## src/rtl/hazard_controller_pkg.sv

```systemverilog
// rtl/hazard_controller_pkg.sv - shared types for the pipeline hazard controller
package hazard_controller_pkg;

  typedef enum logic [1:0] {
    INIT = 2'd0,
    RUN  = 2'd1,
    WAIT = 2'd2
  } state_t;

  typedef logic [4:0] reg_idx_t;

  localparam reg_idx_t X0 = 5'd0;

endpackage

```

## src/rtl/hazard_controller.sv

```systemverilog
// rtl/hazard_controller.sv - per-cycle load/hold/flush sequencing for the five-stage pipeline
module hazard_controller
  import hazard_controller_pkg::*;
#(
  parameter int INIT_CYCLES = 3,
  parameter int MEM_TIMEOUT = 255,
  parameter int STAT_W      = 32
) (
  input  logic              clock,
  input  logic              reset,
  input  reg_idx_t          IFID_Rs1,
  input  reg_idx_t          IFID_Rs2,
  input  logic              IFID_Uses_Rs1,
  input  logic              IFID_Uses_Rs2,
  input  logic              IDEX_MemRead,
  input  reg_idx_t          IDEX_Rd,
  input  logic              Branch_Taken,
  input  logic              Mem_Busy,
  output logic              PC_Write,
  output logic              PC_Src,
  output logic              IFID_Write,
  output logic              IFID_Flush,
  output logic              IDEX_Flush,
  output logic              EXMEM_Flush,
  output logic              Pipe_Freeze,
  output logic              Mem_Timeout,
  output logic [STAT_W-1:0] Stall_Count,
  output logic [STAT_W-1:0] Flush_Count,
  output logic [STAT_W-1:0] Wait_Count
);

  localparam int IW = (INIT_CYCLES < 2) ? 1 : $clog2(INIT_CYCLES + 1);
  localparam int BW = (MEM_TIMEOUT < 2) ? 1 : $clog2(MEM_TIMEOUT + 1);
  localparam logic [BW-1:0] BUSY_MAX = BW'(MEM_TIMEOUT);
  localparam logic [BW-1:0] BUSY_TRIP = BW'(MEM_TIMEOUT - 1);

  state_t          state;
  state_t          next_state;
  logic [IW-1:0]   init_cnt;
  logic [BW-1:0]   busy_run;
  logic            load_use;
  logic            do_stall;
  logic            do_flush;
  logic            do_wait;

  function automatic logic [STAT_W-1:0] sat_inc(input logic [STAT_W-1:0] v);
    return (&v) ? v : v + STAT_W'(1);
  endfunction

  assign load_use = IDEX_MemRead && (IDEX_Rd != X0) &&
                    (((IDEX_Rd == IFID_Rs1) && IFID_Uses_Rs1) ||
                     ((IDEX_Rd == IFID_Rs2) && IFID_Uses_Rs2));

  // RUN and WAIT share one priority decode; WAIT only differs in entering from a busy cycle.
  always_comb begin
    next_state  = state;
    PC_Write    = 1'b0;
    PC_Src      = 1'b0;
    IFID_Write  = 1'b0;
    IFID_Flush  = 1'b0;
    IDEX_Flush  = 1'b0;
    EXMEM_Flush = 1'b0;
    Pipe_Freeze = 1'b0;
    do_stall    = 1'b0;
    do_flush    = 1'b0;
    do_wait     = 1'b0;
    case (state)
      INIT: begin
        IFID_Flush  = 1'b1;
        IDEX_Flush  = 1'b1;
        EXMEM_Flush = 1'b1;
        if (init_cnt <= IW'(1)) next_state = RUN;
      end
      default: begin
        if (Mem_Busy) begin
          Pipe_Freeze = 1'b1;
          do_wait     = 1'b1;
          next_state  = WAIT;
        end else begin
          next_state = RUN;
          if (Branch_Taken) begin
            PC_Write    = 1'b1;
            PC_Src      = 1'b1;
            IFID_Write  = 1'b1;
            IFID_Flush  = 1'b1;
            IDEX_Flush  = 1'b1;
            EXMEM_Flush = 1'b1;
            do_flush    = 1'b1;
          end else if (load_use) begin
            IDEX_Flush = 1'b1;
            do_stall   = 1'b1;
          end else begin
            PC_Write   = 1'b1;
            IFID_Write = 1'b1;
          end
        end
      end
    endcase
  end

  always_ff @(posedge clock) begin
    if (reset) begin
      state       <= INIT;
      init_cnt    <= IW'(INIT_CYCLES);
      busy_run    <= '0;
      Mem_Timeout <= 1'b0;
      Stall_Count <= '0;
      Flush_Count <= '0;
      Wait_Count  <= '0;
    end else begin
      state <= next_state;
      if ((state == INIT) && (init_cnt > IW'(1))) init_cnt <= init_cnt - IW'(1);
      // busy_run counts the current busy cycle, so the flag trips on the edge ending busy cycle MEM_TIMEOUT
      if (do_wait) begin
        Wait_Count <= sat_inc(Wait_Count);
        if (busy_run != BUSY_MAX) busy_run <= busy_run + BW'(1);
        if (busy_run >= BUSY_TRIP) Mem_Timeout <= 1'b1;
      end else begin
        busy_run <= '0;
      end
      if (do_stall) Stall_Count <= sat_inc(Stall_Count);
      if (do_flush) Flush_Count <= sat_inc(Flush_Count);
    end
  end

endmodule
```

## config.mk

```make
export PLATFORM = sky130hd
export DESIGN_NAME = hazard_controller
export DESIGN_NICKNAME = d
export VERILOG_FILES = /design/src/rtl/hazard_controller_pkg.sv /design/src/rtl/hazard_controller.sv
export SDC_FILE = /design/constraint.sdc
export NUM_CORES = 1
export LEC_CHECK = 0
export CAP_MARGIN = 20
export CORE_MARGIN = 5
export CORE_UTILIZATION = 55
export CTS_BUF_LIST = sky130_fd_sc_hd__clkbuf_4 sky130_fd_sc_hd__clkbuf_8
export DETAILED_ROUTE_END_ITERATION = 6
export DONT_BUFFER_PORTS = 1
export PLACE_DENSITY = 0.73
export SLEW_MARGIN = 20
export SYNTH_ARGS = -nofsm -noshare
export SYNTH_HDL_FRONTEND = slang
export SYNTH_SLANG_ARGS = --single-unit
```

## constraint.sdc

```tcl
create_clock -name clock -period 2.1 [get_ports clock]
set_input_delay 0.21 -clock clock [delete_from_list [all_inputs] [get_ports clock]]
set_output_delay 0.21 -clock clock [all_outputs]
set_load 0.005 [all_outputs]
```

==> results of run 1 <==
==> worst reg2reg max path: cells and delay by family (launching register included) <==
family,cells,cell delay [ns]
simple gates,4,0.79
flops,1,0.35
buf+inv,3,0.49
compound gates,2,0.31
==> registers in the layout, summed over array words and instances (netlist names) <==
| signal | flops |
|---|---|
| Flush_Count | 32 |
| Wait_Count | 32 |
| Mem_Timeout | 1 |
| state | 2 |
| busy_run | 8 |
| init_cnt | 2 |
| Stall_Count | 32 |
==> report_power, final <==
group / switching, W / internal, W
Sequential: 0.0000310 / 0.00210
Clock: 0.000698 / 0.000608
Combinational: 0.000170 / 0.000156
Total: 0.000899 / 0.00287
==> cell families after synthesis <==
| family | after synthesis | share of synthesized area |
|---|---|---|
| AND/OR/NAND/NOR | 350 | 0.3388 |
| buffers and inverters | 38 | 0.03059 |
| multiplexers | 6 | 0.01196 |
| flip-flops | 109 | 0.4011 |
| XOR/XNOR | 79 | 0.1272 |
| adder cells (fa/ha/maj) | 6 | 0.01380 |
| AO/OA/AOI/OAI | 68 | 0.07659 |
==> cells in the mapped netlist (all sizes together), types with 10 or more instances <==
cell type,instances,area (sq um)
dfxtp,109,2182
nor2,97,364.1
nand2,52,195.2
xnor2,43,376.6
nand3,39,205.2
nand4,36,225.2
xor2,36,315.3
nor3,29,161.4
a21oi,24,120.1
o21ai,23,115.1
or3,17,106.4
clkbuf,15,56.30
and3,12,75.07
inv,12,45.04
nor2b,12,75.07
nor4,12,96.34
and4,11,96.34
buf,10,61.30
==> timing repair <==
action                                  in CTS  in global routing
setup buffers                                3                  4
endpoints found under the setup margin       5                 20
resized for setup                            3                 20
pin swaps                                    1                  4
hold endpoints to repair                    94                 87
==> metal layers <==
metal	track usage	part of all wire	vias to the layer above	wire length, um
met5	0	0	-	0
met4	0.06500	0.011	0	150
met3	0.09395	0.085	19	1172
met2	0.3980	0.51	146	6976
met1	0.2520	0.39	2336	5415
li1	-	-	2464	-
==> worst min-delay path by stage <==
stage	start	end	slack, ns	cells past startpoint
after CTS	reset	Wait_Count[20]	-0.12	1
after floorplan	busy_run[7]	busy_run[7]	0.45	1
final	reset	Wait_Count[23]	-0.1	1
after global routing	reset	Wait_Count[21]	-0.14	1
after detailed placement	reset	Wait_Count[20]	0.29	1
after global placement	reset	Wait_Count[21]	0.29	1
==> through the flow <==
stage / hold slack [ns] / setup WS, ns / instance area (sq um) / total power [W]
2_1_floorplan: 0.4513 / 0.07842 / 5440 / 0.002427
3_3_place_gp: 0.2919 / 0.04925 / 6067 / 0.002455
3_5_place_dp: 0.2917 / -0.01977 / 6067 / 0.002467
4_1_cts: -0.1233 / 0.0006368 / 6360 / 0.003788
5_1_grt: -0.1428 / -0.04713 / 6470 / 0.003936
6_report: -0.09933 / 0.05103 / 6470 / 0.003767
==> area by class of cell <==
cell class	instances	area, sq um
multi-input cells	509	3177
clock inverters	4	47.55
well taps	133	166.4
flip-flops and latches	109	2187
fillers	829	3259
inverters	13	48.80
clock buffers	12	152.6
repair buffers	90	690.7
==> summary.txt, run 1 <==
Final layout
  • Most frequent cells in the layout: dfxtp_1, nor2_1, buf_4, nand2_1, xnor2_1
  • N_diodes: 0
  • P&R area growth vs syn: 18.93%
  • Finished Layout Cells: 870
  • Post-route core utilization: 0.6650
  • Nets: 760
  • Layout cells sized above 1: 0.1900
  • Most common cell after layout, fill and taps aside: dfxtp_1

Timing
  • Worst-Margin Slew: between 0.5 and 0.6 ns
  • Slew HR: 0.6014
  • Clock Skew: between 0.01 and 0.015 ns
  • # setup viols final: 0
  • Final Critical Period: ~2.0 ns
  • Slew Limit Fails: 0
  • Count of final hold-check violations: 87
  • Total negative setup slack: 0 ns
  • Fin crit share: 0.9757
  • Fmax: just under 0.5 GHz
  • Hold WS: -0.09933 ns
  • Unrepaired setup endpoints after global routing: true

CTS
  • Total CTS buffers: 9
  • Htree depth: 3
  • Root Driver: clkbuf_8
  • Max clock buf depth: 2
  • Worst-Skew Late Latency: about 0.38 ns
  • CTS tree: built
  • Reg clk slew, reported paths: 0.10 ns
  • Sink Count: 109
  • Hold bufs inserted after CTS: 6

Pwr
  • Pwr Density: ~580 mW/mm^2
  • IR drop worst, VDD: about 620 uV
  • Leakage: between 2 and 2.5 nW

Synthesis
  • Synth Instances: between 600 and 700
  • Post-synth EDFFs: 0
  • Ys async rst share: 0
  • Syn_nets: around 680
  • Flip-flop and latch count after synthesis: 109
  • Yosys cell types: 52
  • Sequential area share after synthesis: 0.4011
  • Synth Flop Type: dfxtp_1
  • Yosys warnings: 0
  • Post-Syn Area per Cell: around 8.3 sq um
  • Synthesized cell area: between 0.005 and 0.006 sq mm

GRT
  • Largest net degree at the start of global routing: 110
  • GR Overflow Total: 0
  • GR Util All Layers: 0.2271
  • Initial antenna violation count: 0
  • Global-route wire length before repair: between 20000 and 25000 um
  • Number of global-route vias before repair: around 4.8k

Critical path
  • Worst reg2reg path depth: 9
  • WS Path Type: flip-flop to flip-flop
  • Critical path, cell by cell: buf_4 -> nand2_1 -> or3_4 -> nor3_4 -> nand4_1 -> buf_4 -> buf_4 -> o21ai_0 -> a21oi_2
  • Crit path launch type: flip-flop
  • Critical Path RT: about 2.4 ns
  • Critical path depth: 9
  • Crit-path leading delay family: simple AND/OR/NAND/NOR gates
  • Slowest CP cell: dfxtp_2
  • Buf/Inv on CP: 3
  • Critical Path AT: around 2.3 ns
  • Crit. End Element: flip-flop
  • Reg2Reg Capture Point: Stall_Count[23]
  • Setup crit end: Stall_Count[23]
  • Reg-to-Reg Start: Stall_Count[0]
  • CP max stage delay: between 0.3 and 0.4 ns
  • Crit path max fanout: 6
  • Most Frequent Cell on Critical Path: buf_4
  • Slack of the worst reg-to-reg path: around 0.05 ns
  • Setup crit start: Stall_Count[0]

Route
  • Drt wl/cell: roughly 16 um
  • Routed Antenna Nets: 0
  • Vias/cell: 5.707
  • Final wirelength: 13720 um
  • Via count: 4965
  • Drt first pass iters: 5
  • Initial DRC Count: roughly 270
  • DRC viols: 0

Run status
  • Failing checks: negative hold slack
  • Status: finished with violations

Die
  • Boundary Pins: approximately 130
  • Die width: roughly 110 um
  • Die Y: around 110 um
  • Site Rows: 36
  • Starting Density: 0.5592
  • Die area: 0.01198 sq mm
  • Std-Cell Core Area: between 0.009 and 0.01 sq mm

Placed design
  • RePlAce Congestion: about 0.87
  • Post-Place Cells: approximately 840
  • Dpl hpwl: ~10000 um
  • IO buf count: 0

Flow run
  • Max-cap violations: 0

Worst hold path
  • Min-Delay Path Class: input pin to flip-flop
Power figures use the tool's default switching activity.
==> run 2: changes to the inputs <==
CORE_UTILIZATION = 45   (was 55)
PLACE_DENSITY = not set   (was 0.73)
PLACE_DENSITY_LB_ADDON = 0.3   (was not set)
==> run 2 against run 1 <==
Net effect:
- worst setup slack got worse by 0.011 ns
- first-iteration DRC count decreased by 13%
- largest cell class unchanged
- largest power group unchanged
- combinational power rose by 6%
- critical path type unchanged
- highest routed layer unchanged
- the flow now finishes without violations
==> summary.txt, run 2 (same netlist as run 1, synthesis figures left out) <==
Run status
  • Status: finished clean

Final layout
  • Layout cells sized above 1: 0.1975
  • P&R area growth vs syn: 18.38%
  • Post-route core utilization: 0.5407
  • Most common cell after layout, fill and taps aside: dfxtp_1
  • Top flop regs: Flush_Count x32, Stall_Count x32, Wait_Count x32
  • Finished Layout Cells: 876
  • Nets: about 750
  • N_diodes: 0
  • Most frequent cells in the layout: dfxtp_1, nor2_1, buf_4, nand2_1, xnor2_1

Route
  • DRC viols: 0
  • Drt wl/cell: approximately 16 um
  • Drt first pass iters: 4
  • Via count: slightly below 5k
  • Initial DRC Count: 239
  • Routed Antenna Nets: 0
  • Final wirelength: 14390 um
  • Vias/cell: about 5.6

GRT
  • GR Util All Layers: 0.1960
  • Initial antenna violation count: 0
  • GR Overflow Total: 0
  • Global-route wire length before repair: 23180 um
  • Largest net degree at the start of global routing: ~100
  • Number of global-route vias before repair: about 4.7k

Critical path
  • Worst reg2reg path depth: 8
  • Reg-to-Reg Start: Stall_Count[0]
  • Slack of the worst reg-to-reg path: slightly above 0.04 ns
  • Crit path max fanout: 6
  • Reg2Reg Capture Point: Stall_Count[21]
  • CP max stage delay: roughly 0.37 ns
  • Critical path, cell by cell: ha_4 -> and4_4 -> and4bb_2 -> nand2_2 -> nand4_1 -> buf_4 -> or3_1 -> a21oi_1
  • Crit. End Element: flip-flop
  • Crit path launch type: flip-flop
  • Critical Path RT: 2.41 ns
  • Critical Path AT: around 2.4 ns
  • Slowest CP cell: dfxtp_4
  • WS Path Type: flip-flop to flip-flop

CTS
  • Htree depth: 3
  • Sink Count: around 110
  • CTS tree: built
  • Max clock buf depth: 2
  • Reg clk slew, reported paths: about 0.1 ns
  • Total CTS buffers: 9
  • Worst-Skew Late Latency: 0.38 ns
  • Root Driver: clkbuf_8

Timing
  • Total negative setup slack: 0 ns
  • Slew HR: 0.6968
  • Final Critical Period: 2.060 ns
  • Fmax: slightly below 0.5 GHz
  • Fin crit share: 0.9808
  • Clock Skew: between 0.01 and 0.015 ns
  • Worst-Margin Slew: between 0.4 and 0.5 ns
  • Unrepaired setup endpoints after global routing: true
  • Setup ws final: just over 0.04 ns
  • Slew Limit Fails: 0
  • Count of final hold-check violations: 0
  • # setup viols final: 0

Die
  • Boundary Pins: roughly 130
  • Die Y: ~120 um
  • Die area: about 0.014 sq mm
  • Std-Cell Core Area: 0.01191 sq mm
  • Die width: approximately 120 um
  • Starting Density: 0.4567
  • Site Rows: 40

Worst hold path
  • Worst Hold Path Cells: 2
  • Min-delay src: reset
  • Hold worst-path end: Stall_Count[2]
  • Min-Delay Path Class: input pin to flip-flop

Pwr
  • Tot Pwr: approximately 0.0037 W
  • IR drop worst, VDD: around 270 uV
  • Leakage: 2.295 nW
  • Pwr Density: 575.8 mW/mm^2

Placed design
  • Dpl hpwl: around 11000 um
  • Post-Place Cells: ~860
  • Pre-CTS setup slack: 0.001743 ns
  • IO buf count: 0
  • RePlAce Congestion: 0.8211

Flow run
  • Max-cap violations: 0
==> run 2: layout make-up <==
cell class	instances	area (sq um)
Fill cell	1113	5472
Multi-Input combinational cell	509	3179
Sequential cell	109	2198
Timing Repair Buffer	82	643.1
Tap cell	147	183.9
Clock buffer	11	151.4
Inverter	13	48.80
Clock inverter	5	35.03
==> run 2: worst max-delay path, delay by kind of cell, from the launching register on <==
family | cells | cell delay [ns]
buffers and inverters | 1 | 0.25
AND/OR/NAND/NOR | 5 | 1.10
flip-flops | 1 | 0.37
AO/OA/AOI/OAI | 1 | 0.13
adder cells (fa/ha/maj) | 1 | 0.15
==> run 2: power by group <==
part           total, W  internal, W  leakage (nW)  switching (W)
logic          0.000345     0.000135          1.33       0.000210
clock network   0.00123     0.000494        0.0836       0.000735
registers       0.00213      0.00210         0.885      0.0000307
==> run 2: repair_timing <==
item | in CTS | in global routing
gates resized for setup | 2 | 34
hold endpoints to repair | 96 | 0
hold buffers | 1 | 0
buffers inserted | 1 | 2
pin swaps | 0 | 5
endpoints found under the setup margin | 3 | 48
==> run 2: stage by stage <==
step / hold WS (ns) / cell area (sq um)
floorplan: 0.4513 / 5440
CTS: 0.03721 / 6317
detailed placement: 0.2956 / 6092
global route: 0.06106 / 6440
finish: 0.06659 / 6440
global placement: 0.2911 / 6092
==> run 2: worst max-delay path by stage <==
stage,start,to,cells after the start
2_1_floorplan,Stall_Count[0],Stall_Count[16],8
3_3_place_gp,Stall_Count[0],Stall_Count[21],8
3_5_place_dp,Stall_Count[4],Stall_Count[31],7
4_1_cts,Stall_Count[29],Stall_Count[21],8
5_1_grt,Stall_Count[5],Stall_Count[23],7
6_report,Stall_Count[0],Stall_Count[21],8
==> run 2: per-layer routing <==
metal | routed length [um] | global-route usage
met5 | 0 | 0
met4 | 229 | 0.06228
met3 | 1193 | 0.07587
met2 | 6933 | 0.3284
met1 | 6030 | 0.2306
==> run 3: changes to the inputs <==
clock period = 2.25 ns   (was 2.1 ns; I/O delays follow)
==> run 3 against run 2 <==
Net effect:
- worst setup slack improved by 0.060 ns
- global-route usage is 0.12 points lower
- wire length shrank 1.4%
- design area down 3.1%
- largest power group unchanged
==> summary.txt, run 3 (same netlist as run 1, synthesis figures left out) <==
Run status
  • Status: finished clean

Die
  • Std-Cell Core Area: 0.01191 sq mm
  • Boundary Pins: about 130
  • Die area: 0.01439 sq mm
  • Die width: about 120 um
  • Site Rows: 40
  • Starting Density: 0.4567
  • Die Y: 120.0 um

Timing
  • Worst-Margin Slew: around 0.6 ns
  • Final Critical Period: 2.150 ns
  • Fin crit share: 0.9556
  • Slew Limit Fails: 0
  • Slew HR: 0.5950
  • Fmax: between 0.4 and 0.5 GHz
  • Clock Skew: 0.009679 ns
  • # setup viols final: 0
  • Count of final hold-check violations: 0
  • Total negative setup slack: 0 ns

Final layout
  • Nets: roughly 740
  • Most common cell after layout, fill and taps aside: dfxtp_1
  • Register area: about 0.0022 sq mm
  • P&R area growth vs syn: 14.74%
  • Layout cells sized above 1: 0.1513
  • Most frequent cells in the layout: dfxtp_1, nor2_1, buf_4, nand2_1, xnor2_1
  • Top flop regs: Flush_Count x32, Stall_Count x32, Wait_Count x32
  • Area occupied by multi-input gates: around 0.0031 sq mm
  • N_diodes: 0
  • Fill count: between 1k and 1.5k
  • Post-route core utilization: 0.5241

Critical path
  • Critical Path AT: about 2.5 ns
  • Crit path max fanout: 6
  • Crit. End Element: flip-flop
  • Slowest CP cell: or3_1
  • Crit path launch type: flip-flop
  • WS Path Type: flip-flop to flip-flop
  • Critical Path RT: around 2.6 ns
  • Critical path, cell by cell: ha_1 -> and4_4 -> and4bb_2 -> nand2_4 -> nand4_1 -> buf_4 -> or3_1 -> a21oi_1
  • CP max stage delay: ~0.34 ns

GRT
  • GR Overflow Total: 0
  • Number of global-route vias before repair: 4667
  • GR Util All Layers: 0.1948
  • Initial antenna violation count: 0
  • Global-route wire length before repair: 23070 um
  • Largest net degree at the start of global routing: 93

Route
  • Vias/cell: ~5.7
  • DRC viols: 0
  • Drt wl/cell: about 16 um
  • Via count: a little under 5k
  • Routed Antenna Nets: 0
  • Final wirelength: around 14000 um
  • Initial DRC Count: 356
  • Drt first pass iters: 5

CTS
  • Reg clk slew, reported paths: approximately 0.10 ns
  • Max clock buf depth: 2
  • Total CTS buffers: 9
  • Root Driver: clkbuf_8
  • CTS tree: built
  • Worst-Skew Late Latency: around 0.37 ns
  • Htree depth: 3
  • Sink Count: between 100 and 150

Worst hold path
  • Min-Delay Path Class: input pin to flip-flop

Pwr
  • Leakage: between 2 and 2.5 nW
  • IR drop worst, VDD: ~380 uV
  • Pwr Density: ~540 mW/mm^2

Placed design
  • Dpl hpwl: 10410 um
  • RePlAce Congestion: 0.8554
  • IO buf count: 0

Flow run
  • Max-cap violations: 0
==> run 3: changes by cell type in the layout (fill, tap and decap cells not counted), moves of 2 or more <==
cell and change:
o21ai_0 +2, clkbuf_8 -2, dfxtp_1 +11, clkbuf_4 +2, buf_4 -14, nor3_1 +2, buf_6 -2, nand2_2 -2
o21ai_1 -2, dfxtp_2 -10
==> run 3: cell type report <==
class	count	share of cell area
sequential	109	0.3496
multi-input combinational	509	0.5009
clock inverter	5	0.005813
inverter	13	0.007817
timing repair buffer	67	0.08419
tap	147	0.02946
clock buffer	11	0.02225
==> run 3: path summary, 6_finish.rpt <==
check	startpoint	to	slack, ns	cells after the start
worst max-delay path	Stall_Count[0]	Stall_Count[27]	0.10	8
worst min-delay path	reset	Stall_Count[29]	0.07	2
worst max register to register	Stall_Count[0]	Stall_Count[27]	0.10	8
worst min register to register	init_cnt[1]	init_cnt[1]	0.51	2
==> run 3: where the power goes <==
| group | internal [W] | leakage [nW] | total [W] | switching, W |
|---|---|---|---|---|
| clock | 0.000430 | 0.0828 | 0.00109 | 0.000663 |
| sequential | 0.00196 | 0.879 | 0.00199 | 0.0000285 |
| combinational | 0.000124 | 1.25 | 0.000312 | 0.000187 |
==> run 3: metrics by stage <==
stage / instance area [sq um] / cells / hold slack, ns / worst slack, ns / total power, W
3_3_place_gp: 5964 / 839 / 0.3065 / 0.09840 / 0.002304
5_1_grt: 6242 / 861 / 0.08592 / -0.01478 / 0.003576
2_1_floorplan: 5440 / 656 / 0.4513 / 0.2284 / 0.002265
3_5_place_dp: 5964 / 839 / 0.3089 / 0.04160 / 0.002317
4_1_cts: 6177 / 857 / 0.04789 / 0.01826 / 0.003456
6_report: 6242 / 861 / 0.06958 / 0.1000 / 0.003397
==> run 3: worst max-delay path, delay by kind of cell, from the launching register on <==
| kind | cells | cell delay, ns |
|---|---|---|
| simple gates | 5 | 1.17 |
| flops | 1 | 0.33 |
| fa+ha+maj | 1 | 0.22 |
| buf+inv | 1 | 0.22 |
| compound gates | 1 | 0.16 |
==> run 3: layer usage <==
layer	share of wire	track usage	vias to the layer above
met1	0.42	0.2262	2328
met2	0.48	0.3337	138
met4	0.019	0.07445	0
li1	-	-	2411
met5	0	0	-
met3	0.080	0.06173	20
==> run 3: timing repair <==
item                                    CTS  global route
hold buffers                              2             0
resized for setup                         0             8
buffers inserted                          0             4
endpoints found under the hold margin    92             0
endpoints found under the setup margin    0            29
